===== src/rtl/organ_pkg.sv =====
// Shared definitions for the organ auto-play path: note/tone codes, song ROM
// field layout and the sequencer state encoding.
package organ_pkg;

  localparam logic [2:0] NOTE_REST = 3'd0;

  localparam logic [1:0] TONE_LOW  = 2'b00;
  localparam logic [1:0] TONE_MID1 = 2'b01;
  localparam logic [1:0] TONE_MID2 = 2'b10;
  localparam logic [1:0] TONE_HIGH = 2'b11;

  localparam int unsigned ROM_W    = 9;
  localparam int unsigned VAL_LSB  = 6;
  localparam int unsigned VAL_W    = 3;
  localparam int unsigned TONE_LSB = 4;
  localparam int unsigned TONE_W   = 2;
  localparam int unsigned DUR_LSB  = 0;
  localparam int unsigned DUR_W    = 4;

  localparam logic [DUR_W-1:0] END_DUR = '0;

  typedef enum logic [2:0] {
    ST_IDLE,
    ST_FETCH,
    ST_NOTE,
    ST_GAP,
    ST_PAUSED
  } seq_state_t;

endpackage


===== src/rtl/song_sequencer_if.sv =====
// Control, song ROM and tone-generator signals of the song sequencer.
interface song_sequencer_if #(
  parameter int unsigned ADDR_W = 6
);
  import organ_pkg::*;

  logic                play;
  logic                stop;
  logic                pause_tog;
  logic                loop_en;
  logic                key_active;
  logic [ADDR_W-1:0]   rom_addr;
  logic [ROM_W-1:0]    rom_data;
  logic [VAL_W-1:0]    value_play;
  logic [TONE_W-1:0]   tone_play;
  logic                state;
  logic                busy;
  logic                song_done;

  modport master (
    output play, stop, pause_tog, loop_en, key_active, rom_data,
    input  rom_addr, value_play, tone_play, state, busy, song_done
  );

  modport slave (
    input  play, stop, pause_tog, loop_en, key_active, rom_data,
    output rom_addr, value_play, tone_play, state, busy, song_done
  );

endinterface


===== src/rtl/tick_gen.sv =====
// Enable-gated, clearable modulo-TICK_DIV counter; o_tick marks the enabled
// cycle on which the count wraps.
module tick_gen #(
  parameter int unsigned TICK_DIV = 6250000
) (
  input  logic clk,
  input  logic rst,
  input  logic i_en,
  input  logic i_clr,
  output logic o_tick
);
  localparam int unsigned CW = $clog2(TICK_DIV);
  localparam logic [CW-1:0] LAST = CW'(TICK_DIV - 1);

  logic [CW-1:0] r_cnt;

  always_ff @(posedge clk or posedge rst) begin
    if (rst) begin
      r_cnt <= '0;
    end else if (i_clr) begin
      r_cnt <= '0;
    end else if (i_en) begin
      r_cnt <= (r_cnt == LAST) ? '0 : r_cnt + 1'b1;
    end
  end

  assign o_tick = i_en && (r_cnt == LAST);

endmodule


===== src/rtl/song_sequencer.sv =====
// Auto-play controller: walks the song ROM and feeds note/octave to the tone
// generator, with pause, loop and keyboard override.
module song_sequencer
  import organ_pkg::*;
#(
  parameter int unsigned TICK_DIV = 6250000,
  parameter int unsigned ADDR_W   = 6
) (
  input  logic              clk,
  input  logic              rst,
  song_sequencer_if.slave   bus
);

  seq_state_t          r_st, w_nxt, r_saved;
  logic [ADDR_W-1:0]   r_rom_addr;
  logic [DUR_W-1:0]    r_rem;
  logic [VAL_W-1:0]    r_note;
  logic [TONE_W-1:0]   r_tone;
  logic                r_done;
  logic                r_state;
  logic                w_busy, w_frz, w_ev, w_en, w_clr, w_tick, w_end;
  logic [VAL_W-1:0]    w_value;
  logic [VAL_W-1:0]    w_rom_val;
  logic [TONE_W-1:0]   w_rom_tone;
  logic [DUR_W-1:0]    w_rom_dur;

  assign w_rom_val  = bus.rom_data[VAL_LSB  +: VAL_W];
  assign w_rom_tone = bus.rom_data[TONE_LSB +: TONE_W];
  assign w_rom_dur  = bus.rom_data[DUR_LSB  +: DUR_W];

  // Any external event blocks the internal advance on the same cycle.
  assign w_frz = bus.key_active & w_busy;
  assign w_ev  = bus.stop | bus.play | (bus.pause_tog & w_busy);
  assign w_en  = ((r_st == ST_NOTE) || (r_st == ST_GAP)) & ~w_frz & ~w_ev;
  assign w_clr = (r_st == ST_FETCH) | bus.stop | bus.play;
  assign w_end = (r_rom_addr == '1);

  tick_gen #(.TICK_DIV(TICK_DIV)) u_tick (
    .clk    (clk),
    .rst    (rst),
    .i_en   (w_en),
    .i_clr  (w_clr),
    .o_tick (w_tick)
  );

  always_ff @(posedge clk or posedge rst) begin
    if (rst) r_st <= ST_IDLE;
    else     r_st <= w_nxt;
  end

  always_comb begin
    w_nxt = r_st;
    if (bus.stop) begin
      w_nxt = ST_IDLE;
    end else if (bus.play) begin
      w_nxt = ST_FETCH;
    end else if (bus.pause_tog && w_busy) begin
      w_nxt = (r_st == ST_PAUSED) ? r_saved : ST_PAUSED;
    end else if (!w_frz) begin
      case (r_st)
        ST_FETCH: begin
          if (w_rom_dur == END_DUR) w_nxt = bus.loop_en ? ST_FETCH : ST_IDLE;
          else                      w_nxt = ST_NOTE;
        end
        ST_NOTE:  if (w_tick && r_rem == 4'd1) w_nxt = ST_GAP;
        ST_GAP: begin
          if (w_tick) w_nxt = (w_end && !bus.loop_en) ? ST_IDLE : ST_FETCH;
        end
        default:  w_nxt = r_st;
      endcase
    end
  end

  always_comb begin
    w_busy  = (r_st != ST_IDLE);
    w_value = NOTE_REST;
    if (r_st == ST_NOTE) w_value = r_note;
  end

  always_ff @(posedge clk or posedge rst) begin
    if (rst) begin
      r_rom_addr <= '0;
      r_rem      <= '0;
      r_note     <= NOTE_REST;
      r_tone     <= TONE_LOW;
      r_saved    <= ST_IDLE;
      r_done     <= 1'b0;
      r_state    <= 1'b0;
    end else begin
      r_done  <= 1'b0;
      r_state <= w_busy & ~bus.key_active;
      if (bus.stop || bus.play) begin
        r_rom_addr <= '0;
      end else if (bus.pause_tog && w_busy) begin
        if (r_st != ST_PAUSED) r_saved <= r_st;
      end else if (!w_frz) begin
        case (r_st)
          ST_FETCH: begin
            if (w_rom_dur == END_DUR) begin
              if (bus.loop_en) r_rom_addr <= '0;
              else             r_done     <= 1'b1;
            end else begin
              r_note <= w_rom_val;
              r_tone <= w_rom_tone;
              r_rem  <= w_rom_dur;
            end
          end
          ST_NOTE: if (w_tick) r_rem <= r_rem - 1'b1;
          ST_GAP: begin
            if (w_tick) begin
              if (!w_end)            r_rom_addr <= r_rom_addr + 1'b1;
              else if (bus.loop_en)  r_rom_addr <= '0;
              else                   r_done     <= 1'b1;
            end
          end
          default: ;
        endcase
      end
    end
  end

  assign bus.rom_addr   = r_rom_addr;
  assign bus.value_play = w_value;
  assign bus.tone_play  = r_tone;
  assign bus.state      = r_state;
  assign bus.busy       = w_busy;
  assign bus.song_done  = r_done;

endmodule


===== src/flat_wrapper.sv =====
// flat-port wrapper written by rule: the top's interface ports become plain ports
module song_sequencer_flat import organ_pkg::*;
#(
  parameter int unsigned TICK_DIV = 6250000,
  parameter int unsigned ADDR_W   = 6
)
  (clk, rst, bus_play, bus_stop, bus_pause_tog, bus_loop_en, bus_key_active, bus_rom_data, bus_rom_addr, bus_value_play, bus_tone_play, bus_state, bus_busy, bus_song_done);
  song_sequencer_if #(.ADDR_W(ADDR_W)) bus_i ();
  input  logic clk;
  input  logic rst;
  input wire logic [$bits(bus_i.play)-1:0] bus_play;
  input wire logic [$bits(bus_i.stop)-1:0] bus_stop;
  input wire logic [$bits(bus_i.pause_tog)-1:0] bus_pause_tog;
  input wire logic [$bits(bus_i.loop_en)-1:0] bus_loop_en;
  input wire logic [$bits(bus_i.key_active)-1:0] bus_key_active;
  input wire logic [$bits(bus_i.rom_data)-1:0] bus_rom_data;
  output wire logic [$bits(bus_i.rom_addr)-1:0] bus_rom_addr;
  output wire logic [$bits(bus_i.value_play)-1:0] bus_value_play;
  output wire logic [$bits(bus_i.tone_play)-1:0] bus_tone_play;
  output wire logic [$bits(bus_i.state)-1:0] bus_state;
  output wire logic [$bits(bus_i.busy)-1:0] bus_busy;
  output wire logic [$bits(bus_i.song_done)-1:0] bus_song_done;
  assign bus_i.play = bus_play;
  assign bus_i.stop = bus_stop;
  assign bus_i.pause_tog = bus_pause_tog;
  assign bus_i.loop_en = bus_loop_en;
  assign bus_i.key_active = bus_key_active;
  assign bus_i.rom_data = bus_rom_data;
  assign bus_rom_addr = bus_i.rom_addr;
  assign bus_value_play = bus_i.value_play;
  assign bus_tone_play = bus_i.tone_play;
  assign bus_state = bus_i.state;
  assign bus_busy = bus_i.busy;
  assign bus_song_done = bus_i.song_done;
  song_sequencer #(.TICK_DIV(TICK_DIV), .ADDR_W(ADDR_W)) u_core (.clk(clk), .rst(rst), .bus(bus_i));
endmodule

===== config.mk =====
export PLATFORM = sky130hd
export DESIGN_NAME = song_sequencer_flat
export DESIGN_NICKNAME = d
export VERILOG_FILES = /design/src/rtl/organ_pkg.sv /design/src/rtl/song_sequencer_if.sv /design/src/rtl/tick_gen.sv /design/src/rtl/song_sequencer.sv /design/src/flat_wrapper.sv
export SDC_FILE = /design/constraint.sdc
export NUM_CORES = 1
export LEC_CHECK = 0
export BUFFER_PORTS_ARGS = -buffer_cell sky130_fd_sc_hd__buf_2
export CAP_MARGIN = 15
export CORE_UTILIZATION = 30
export DETAILED_ROUTE_END_ITERATION = 12
export PLACE_DENSITY = 0.52
export SYNTH_ARGS = -nofsm -noshare
export SYNTH_HDL_FRONTEND = slang
export SYNTH_SLANG_ARGS = --single-unit

===== constraint.sdc =====
create_clock -name clk -period 4.9 [get_ports clk]
set_input_delay 0.98 -clock clk [delete_from_list [all_inputs] [get_ports clk]]
set_output_delay 0.98 -clock clk [all_outputs]
set_load 0.05 [all_outputs]

# Yosys cells after proc, flatten, opt, wreduce, memory -nomap -nowiden
# Cells that the tools add are included.
# totals
register_bits	46
inputBits	16
out_inout_bits	14
elab_cells	96
# op_classes
n_addsub	3
eq_ne	17
n_mux	34
n_bitwise	15
n_reduce_logical	18
# op_table
operator	count
23-bit two-way mux	3
6-bit two-way mux	7
3-bit two-way mux	9
23-bit by 1-bit adder with 23-bit output (second input constant)	1
23-bit equality test (second input constant)	1
6-bit one-hot mux with 2 select lines	1
5-bit AND reduction	2
1-bit two-way mux	9
3-bit one-hot mux with 3 select lines	1
4-bit two-way mux	2
4-bit one-hot mux with 2 select lines	1
6-bit by 1-bit adder with 6-bit output (second input constant)	1
3-bit by 2-bit equality test with 1-bit output (second input constant)	2
6-bit equality test (second input constant)	1
2-bit != test (second input constant)	3
3-bit != test (second input constant)	2
1-bit inverter	6
6-bit AND reduction	1
3-bit nonzero test	2
6-bit nonzero test	1
1-bit bitwise AND	5
5-bit by 3-bit != test with 1-bit output (second input constant)	1
5-bit by 4-bit != test with 1-bit output (second input constant)	1
4-bit by 1-bit equality test with 1-bit output (second input constant)	1
15 further kinds	23

# Depth between registers and ports, before layout
# Gate-level depths: netlist (run 1).
# logic_depth
ltp_word	13
depth_mapped	8
mapped_depth_nobuf	7

# Hierarchy
# From an unflattened synthesis (run 1), not the netlist that was laid out.
# hier_totals
cells_unflattened	322
hier_area_um2	2932.8
# by_module_without_submodules
mod	n_inst	cells_per_inst	area_per_inst_um2	seq_area_each_um2
song_sequencer	1	168	1536.5	575.6
tick_gen	1	154	1396.3	575.6

# Least setup slack after synthesis (run 1)
# No wires, ideal clock.
# synth_path
path_type	input to register
start	input port bus_pause_tog
end	register u_core.u_tick.r_cnt[20]
setup_time_ps	137
t_arrival_ps	2701
required_ps	4763
setup_slack_ps	2062
cell_stages	8
path_buffers	2
path_cell_list	clkbuf_1 nor3b_1 a211oi_1 clkbuf_1 or4_1 nor3_1 xnor2_1 nor2_1
# synth_between
elab_chain_cells	5
# synth_lines
element	line_no	text
start: declaration	flat_wrapper.sv:13	input wire logic [$bits(bus_i.pause_tog)-1:0] bus_pause_tog;
1-bit bitwise AND	song_sequencer.sv:33	assign w_ev = bus.stop | bus.play | (bus.pause_tog & w_busy);
1-bit bitwise OR	song_sequencer.sv:33	
1-bit inverter	song_sequencer.sv:34	assign w_en = ((r_st == ST_NOTE) || (r_st == ST_GAP)) & ~w_frz & ~w_ev;
1-bit bitwise AND	song_sequencer.sv:34	
2-bit nonzero test (no source line)	--	
end signal: assignment	tick_gen.sv:23	r_cnt <= (r_cnt == LAST) ? '0 : r_cnt + 1'b1;
end: declaration	tick_gen.sv:15	logic [CW-1:0] r_cnt;
# Every way passes these cells.
# A chain may end at the register's enable or synchronous reset.

# Worst setup path after layout (run 1)
# layout_path
start	register u_core.r_st[1]
end	output port bus_value_play[0]
# layout_between
elab_chain_cells	2
# layout_lines
element	line_no	text
start: declaration	song_sequencer.sv:14	seq_state_t r_st, w_nxt, r_saved;
start signal: assignment	song_sequencer.sv:48	else r_st <= w_nxt;
3-bit by 2-bit equality test with 1-bit output	song_sequencer.sv:77	if (r_st == ST_NOTE) w_value = r_note;
3-bit two-way mux	song_sequencer.sv:77	
end: declaration	flat_wrapper.sv:18	output wire logic [$bits(bus_i.value_play)-1:0] bus_value_play;
# Every way passes these cells.

==> summary.txt, run 1 <==
Run status
  – Run status: finished clean

Worst setup path
  – RR Startpoint: u_core.u_tick.r_cnt[6]
  – Required @ worst endpoint: 3.92 ns
  – Crit-path cells: nand2_1 > nor2_1 > and2_1 > buf_2
  – Reg2Reg Setup Slack: roughly 2.1 ns
  – Slowest stage delay, CP: ~0.60 ns
  – WP data arrival: 2.20 ns
  – Max Fanout on Critical Path: 15
  – R2R cell count: 6
  – Reg2reg end: u_core.r_st[1]
  – Crit Path Class: flip-flop to primary output
  – Crit path capture type: primary output
  – Crit-path slowest cell: dfrtp_1
  – CP Launch Type: flip-flop

Hold path
  – Hold Crit Endpoint: u_core.r_note[0]
  – Worst hold path class: flip-flop to flip-flop
  – Hold Crit Start: u_core.r_note[0]
  – Hold depth: 1

GRT
  – GRT Total Usage: around 15%
  – GR peak layer: met2
  – Met2 GRT Util: between 20% and 30%
  – Grt met1 use: 20.08%
  – Met3 usage in global routing: between 3 and 4%
  – Antenna violations before repair: 0
  – Grt ovf: 0
  – Largest net degree at the start of global routing: 47
  – First-pass GRT wire length: between 10000 and 15000 um
  – Vias in the first global route: 2180

CTS
  – Root buf cell: clkbuf_8
  – CTS tree: built
  – CTS resizes: 0
  – CTS Buffer Depth: 2
  – H-tree depth: 2
  – Hold buffer count at CTS: 0
  – Post-CTS setup repair buffer count: 0
  – TritonCTS Buffers: 5
  – Clk_lat worst skew: 0.31 ns
  – Reg clk slew, reported paths: 0.10 ns
  – Sink Count: 46

Synth
  – Ys async rst share: 100.0%
  – Mapped Cells: 293
  – Area contributors post-synth: dfrtp_1, o21ai_0, nand3_1
  – Post-synth top area share: 44.12%
  – Post-synth cell types: 44
  – Ys Warns: 0
  – Syn_area_per_cell: 8.904 um^2
  – Register area share after synthesis: 44.12%
  – Synth Flop Type: dfrtp_1
  – Post-synth EDFFs: 0
  – Syn nets: ~310
  – Cell Area, Synth: 2609 um^2
  – Synth Register Bits: 46
  – Synth area leader: dfrtp_1

Detailed routing
  – DR pass1 iterations: 5
  – WL/cell: 14.40 um
  – DRT iter0 DRCs: 162
  – Vias per Instance: 5.498
  – Final ANT Viol Nets: 0
  – DR DRC count: 0
  – Routed wire length: around 6200 um
  – Vias post-DR: 2364

Finish
  – Layout Cells excl Fill: between 400 and 500
  – Nets@finish: 344
  – Most frequent cells in the layout: dfrtp_1, o21ai_0, buf_2
  – Area grow syn2layout: 13.77%
  – FILL cells: 860
  – Diode count: 0
  – Most common cell after layout, fill and taps aside: dfrtp_1
  – Fraction of layout cells with a size suffix above 1: 17.23%

Timing
  – Worst Max-Slew Pin Slew: 0.9669 ns
  – Period utilisation layout: around two thirds
  – RSZ-0062 raised after global routing: no
  – Setup TNS: 0 ns
  – Hold Worst Slack: 0.5065 ns
  – # setup viols final: 0
  – Post-layout min period: between 3 and 4 ns
  – Worst Skew: 0.01611 ns
  – Final Max Slew Viols: 0
  – Max Clk Rate: 315.0 MHz
  – Fin. Hold Viols: 0
  – Worst rel slew slack: 35.54%

Power
  – Worst IR drop on VDD: 0.09725 mV
  – Leakage: 1.279 nW
  – Pwr Total: 0.8719 mW
  – Pwr dens: ~290 nW/um^2

Die
  – Die X: 95.25 um
  – IO Pins: 30
  – Die Area: 9073 um^2
  – Core footprint: 8299 um^2
  – Starting Density: 31.43%
  – Std-Cell Rows: 33
  – Height of the die: 95.25 um

Job
  – Max cap viols: 0

Placement
  – Post-Place Cells: 422
  – PortBufs: 29
  – Post-DP HPWL: between 4000 and 5000 um
  – Placer's final routability congestion estimate: 0.8264
## power breakdown
group / internal, mW / switching [mW] / leakage, nW
Sequential: 0.417 / 0.0328 / 0.621
Clock: 0.103 / 0.145 / 0.0447
Combinational: 0.0622 / 0.111 / 0.614
Total: 0.582 / 0.289 / 1.28
## state kept, by name, indices dropped and copies added, names as in the netlist, 2 cells and up
| name | cells |
|---|---|
| u_core.r_saved | 3 |
| u_core.r_note | 3 |
| u_core.u_tick.r_cnt | 23 |
| u_core.r_st | 3 |
| u_core.bus.tone_play | 2 |
| u_core.bus.rom_addr | 6 |
| u_core.r_rem | 4 |
## cell usage after synthesis, types with 3 or more instances
cell type and count:
nand2_1 26, a21oi_1 19, a31oi_1 5, clkbuf_1 7
dfrtp_1 46, ha_1 4, nand4_1 6, or3_1 6
nor4_1 4, nand3_1 23, nor3_1 10, nor3b_1 9
inv_1 10, o31ai_1 7, nor2_1 20, mux2_2 8
o211ai_1 3, and3_1 9, xor2_1 5, o21ai_0 29
and2_1 3, o21ai_1 3, xnor2_1 3, a21o_1 4
## metrics by stage
stage | instance area, um^2 | worst slack, ns | utilization [%]
floorplan | 2609 | 2.062 | -
CTS | 2968 | 1.712 | 35.76
detailed placement | 2874 | 1.784 | 34.63
global placement | 2874 | 1.897 | 34.63
finish | 2968 | 1.725 | 35.76
global route | 2968 | 1.537 | 35.76
## layout make-up
| cell class | count | area [um^2] | area share [%] |
|---|---|---|---|
| tap | 105 | 131.4 | 4.427 |
| multi-input combinational | 230 | 1394 | 46.96 |
| sequential | 46 | 1151 | 38.79 |
| timing repair buffer | 31 | 160.2 | 5.396 |
| clock buffer | 5 | 68.82 | 2.319 |
| clock inverter | 3 | 25.02 | 0.8432 |
| inverter | 10 | 37.54 | 1.265 |
## kinds of logic (layout without fill, tap and decap cells)
kind of cell	Yosys count	count (layout)	share of synthesized area [%]
and+or+nand+nor	130	130	26.71
adders and majority gates	4	4	1.919
AOI/OAI and AO/OA	79	79	18.27
xor gates and xnor gates	8	8	2.686
buffers and inverters	17	49	2.446
muxes	9	9	3.837
DFF	46	46	44.12
## worst max-delay path by stage
stage                         startpoint                      end  slack (ns)  cells past startpoint
after detailed placement   bus_pause_tog  u_core.u_tick.r_cnt[18]        1.78                      8
after global routing      u_core.r_st[2]        bus_value_play[1]        1.54                      5
after floorplan            bus_pause_tog  u_core.u_tick.r_cnt[20]        2.06                      8
after CTS                 u_core.r_st[1]        bus_value_play[0]        1.71                      4
final                     u_core.r_st[1]        bus_value_play[0]        1.72                      4
after global placement     bus_pause_tog  u_core.u_tick.r_cnt[18]        1.90                      8
## per-layer routing
layer,vias to the layer above,routed length (um)
li1,1145,-
met1,1165,2945
met2,48,2922
met3,6,233
met4,0,91
met5,-,0
## worst max-delay path, delay by kind of cell (launching register included)
kind          cells  cell delay (ns)
buf+inv           1             0.26
flops             1             0.60
simple gates      3             1.03
Note: power is estimated with default switching activity, not from simulation.
==> run 2: changes to the inputs <==
PLACE_DENSITY = 0.53   (was 0.52)
clock period = 2.7 ns   (was 4.9 ns; I/O delays follow)
==> summary.txt, run 2 (synthesized netlist as in run 1, its figures left out) <==
Finish
  – Most common cell after layout, fill and taps aside: dfrtp_1 (unchanged)
  – FILL cells: 855 (was 860)
  – Fraction of layout cells with a size suffix above 1: 22.09% (was 17.23%)
  – Max reg flops: 23 (unchanged)
  – Area grow syn2layout: 20.14% (was 13.77%)
  – Reg with most FFs: u_core.u_tick.r_cnt (unchanged)
  – Most frequent cells in the layout: dfrtp_1, o21ai_0, buf_2 (unchanged)
  – Diode count: 0 (unchanged)
  – Final core utilization: 37.77% (was 35.76%)
  – Nets@finish: 363 (was 344)

GRT
  – Grt ovf: 0 (unchanged)
  – Largest net degree at the start of global routing: 31 (was 47)
  – First-pass GRT wire length: 10720 um (was 10650 um)
  – GRT Total Usage: 15.21% (was 15.24%)
  – Antenna violations before repair: 0 (unchanged)
  – Vias in the first global route: 2229 (was 2180)

Die
  – Std-Cell Rows: 33 (unchanged)
  – IO Pins: 30 (unchanged)
  – Die Area: 9073 um^2 (unchanged)
  – Height of the die: 95.25 um (unchanged)
  – Starting Density: 31.43% (unchanged)
  – Die X: 95.25 um (unchanged)
  – Core footprint: 8299 um^2 (unchanged)

Power
  – Leakage: 1.389 nW (was 1.279 nW)
  – Switch Pwr: 0.5128 mW (was 0.2894 mW)
  – Worst IR drop on VDD: 0.2205 mV (was 0.09725 mV)
  – Int Power: 1.164 mW (was 0.5824 mW)
  – Sw Ratio: 30.58% (was 33.20%)
  – Combinational share of power: 20.8% (was 19.9%)
  – Clock power share: 31.4% (was 28.5%)
  – Pwr Total: 1.677 mW (was 0.8719 mW)
  – Part of the power in registers: 47.8% (was 51.6%)
  – Pwr dens: 535.1 nW/um^2 (was 293.8 nW/um^2)

Worst setup path
  – Critical path depth: 6 (was 4)
  – CP Launch Type: flip-flop (unchanged)
  – Slowest stage delay, CP: 0.58 ns (was 0.60 ns)
  – Crit Path Class: flip-flop to flip-flop (was flip-flop to primary output)
  – Crit-path cells: or4b_1 > or4_4 > nor3_2 > a21oi_1 > o21ai_1 > mux2_2 (was nand2_1 > nor2_1 > and2_1 > buf_2)
  – Crit path capture type: flip-flop (was primary output)
  – R2R cell count: 6 (unchanged)
  – Required @ worst endpoint: 2.89 ns (was 3.92 ns)
  – Max Fanout on Critical Path: 6 (was 15)
  – WP data arrival: 2.69 ns (was 2.20 ns)
  – Crit-path slowest cell: or4_4 (was dfrtp_1)
  – Buf/Inv on CP: 0 (was 1)
  – Delay-heaviest family, CP: simple AND/OR/NAND/NOR gates (unchanged)

CTS
  – Clk_lat worst skew: 0.30 ns (was 0.31 ns)
  – Sink Count: 46 (unchanged)
  – Post-CTS setup repair buffer count: 0 (unchanged)
  – CTS Buffer Depth: 2 (unchanged)
  – Reg clk slew, reported paths: 0.09 ns (was 0.10 ns)
  – H-tree depth: 2 (unchanged)
  – CTS tree: built (unchanged)
  – TritonCTS Buffers: 5 (unchanged)
  – Root buf cell: clkbuf_8 (unchanged)

Placement
  – Post-DP HPWL: 4673 um (was 4415 um)
  – PortBufs: 29 (unchanged)
  – Placer's final routability congestion estimate: 0.9024 (was 0.8264)

Hold path
  – Worst hold path class: primary input to asynchronous set/reset pin (was flip-flop to flip-flop)

Detailed routing
  – Routed met3 length: 216 um (was 233 um)
  – Final ANT Viol Nets: 0 (unchanged)
  – Vias post-DR: 2403 (was 2364)
  – DRT iter0 DRCs: 142 (was 162)
  – WL/cell: 14.21 um (was 14.40 um)
  – Top layer in use: met4 (unchanged)
  – DR pass1 iterations: 4 (was 5)
  – WL met1: 3150 um (was 2945 um)
  – DR DRC count: 0 (unchanged)
  – Met2 wire length: 2957 um (was 2922 um)
  – Vias per Instance: 5.352 (was 5.498)
  – Routed wire length: 6379 um (was 6192 um)

Timing
  – Worst Skew: 0.01048 ns (was 0.01611 ns)
  – # setup viols final: 0 (unchanged)
  – Fin. Hold Viols: 0 (unchanged)
  – Final Max Slew Viols: 0 (unchanged)
  – Post-layout min period: 2.508 ns
  – Period utilisation layout: between 90% and 100%
  – RSZ-0062 raised after global routing: no (unchanged)
  – Setup TNS: 0 ns (unchanged)
  – Worst Max-Slew Pin Slew: 0.6437 ns (was 0.9669 ns)
  – Worst rel slew slack: 57.02% (was 35.54%)
  – Hold Worst Slack: 0.3123 ns (was 0.5065 ns)
  – Max Clk Rate: roughly 400 MHz

Run status
  – Run status: finished clean (unchanged)

Job
  – Max cap viols: 0 (unchanged)
-- run 2: per-layer routing --
| metal | global-route usage, % | vias to the layer above |
|---|---|---|
| met5 | 0 | - |
| met1 | 20.80 | 1170 |
| met2 | 24.88 | 45 |
| met3 | 2.632 | 5 |
| met4 | 3.662 | 0 |
| li1 | - | 1183 |
-- run 2: cell type report --
class | count | area, um^2 | area share [%]
multi-input combinational | 230 | 1399 | 44.63
sequential | 46 | 1151 | 36.73
timing repair buffer | 50 | 302.8 | 9.661
tap | 105 | 131.4 | 4.192
clock buffer | 5 | 68.82 | 2.196
clock inverter | 3 | 43.79 | 1.397
inverter | 10 | 37.54 | 1.198
-- run 2: repair_timing --
action / 4_1_cts / 5_1_grt
gates resized for setup: 0 / 1
endpoints found under the setup margin: 0 / 6
hold buffers: 0 / 0
-- run 2: worst reg2reg max path, cell delays in order (launching register included) --
cell,delay (ns)
dfrtp_1,0.43
or4b_1,0.51
or4_4,0.58
nor3_2,0.19
a21oi_1,0.07
o21ai_1,0.26
mux2_2,0.37
-- run 2: path summary, 6_finish.rpt --
path | start | endpoint | slack [ns]
min in group clk | bus_key_active | u_core.bus.state | 0.44
max in group asynchronous | rst | u_core.u_tick.r_cnt[9] | 1.78
worst max register to register | u_core.u_tick.r_cnt[4] | u_core.r_st[1] | 0.19
worst max-delay path | u_core.u_tick.r_cnt[4] | u_core.r_st[1] | 0.19
worst min-delay path | rst | u_core.u_tick.r_cnt[19] | 0.31
worst min register to register | u_core.r_note[1] | u_core.r_note[1] | 0.51
-- run 2: power groups by stage --
stage               Clock (mW)  Combinational (mW)  Sequential, mW
detailed placement           0               0.352           0.815
global placement             0               0.350           0.814
finish                   0.527               0.349           0.802
floorplan                    0               0.216           0.842
CTS                      0.542               0.353           0.801
global route             0.565               0.389           0.812
-- run 2: stage by stage --
stage	cells	worst slack (ns)	cell area, um^2
floorplan	293	0.2268	2609
global route	449	0.03014	3134
detailed placement	441	0.1432	3017
CTS	449	0.1281	3129
finish	449	0.1922	3134
global placement	441	0.1828	3017
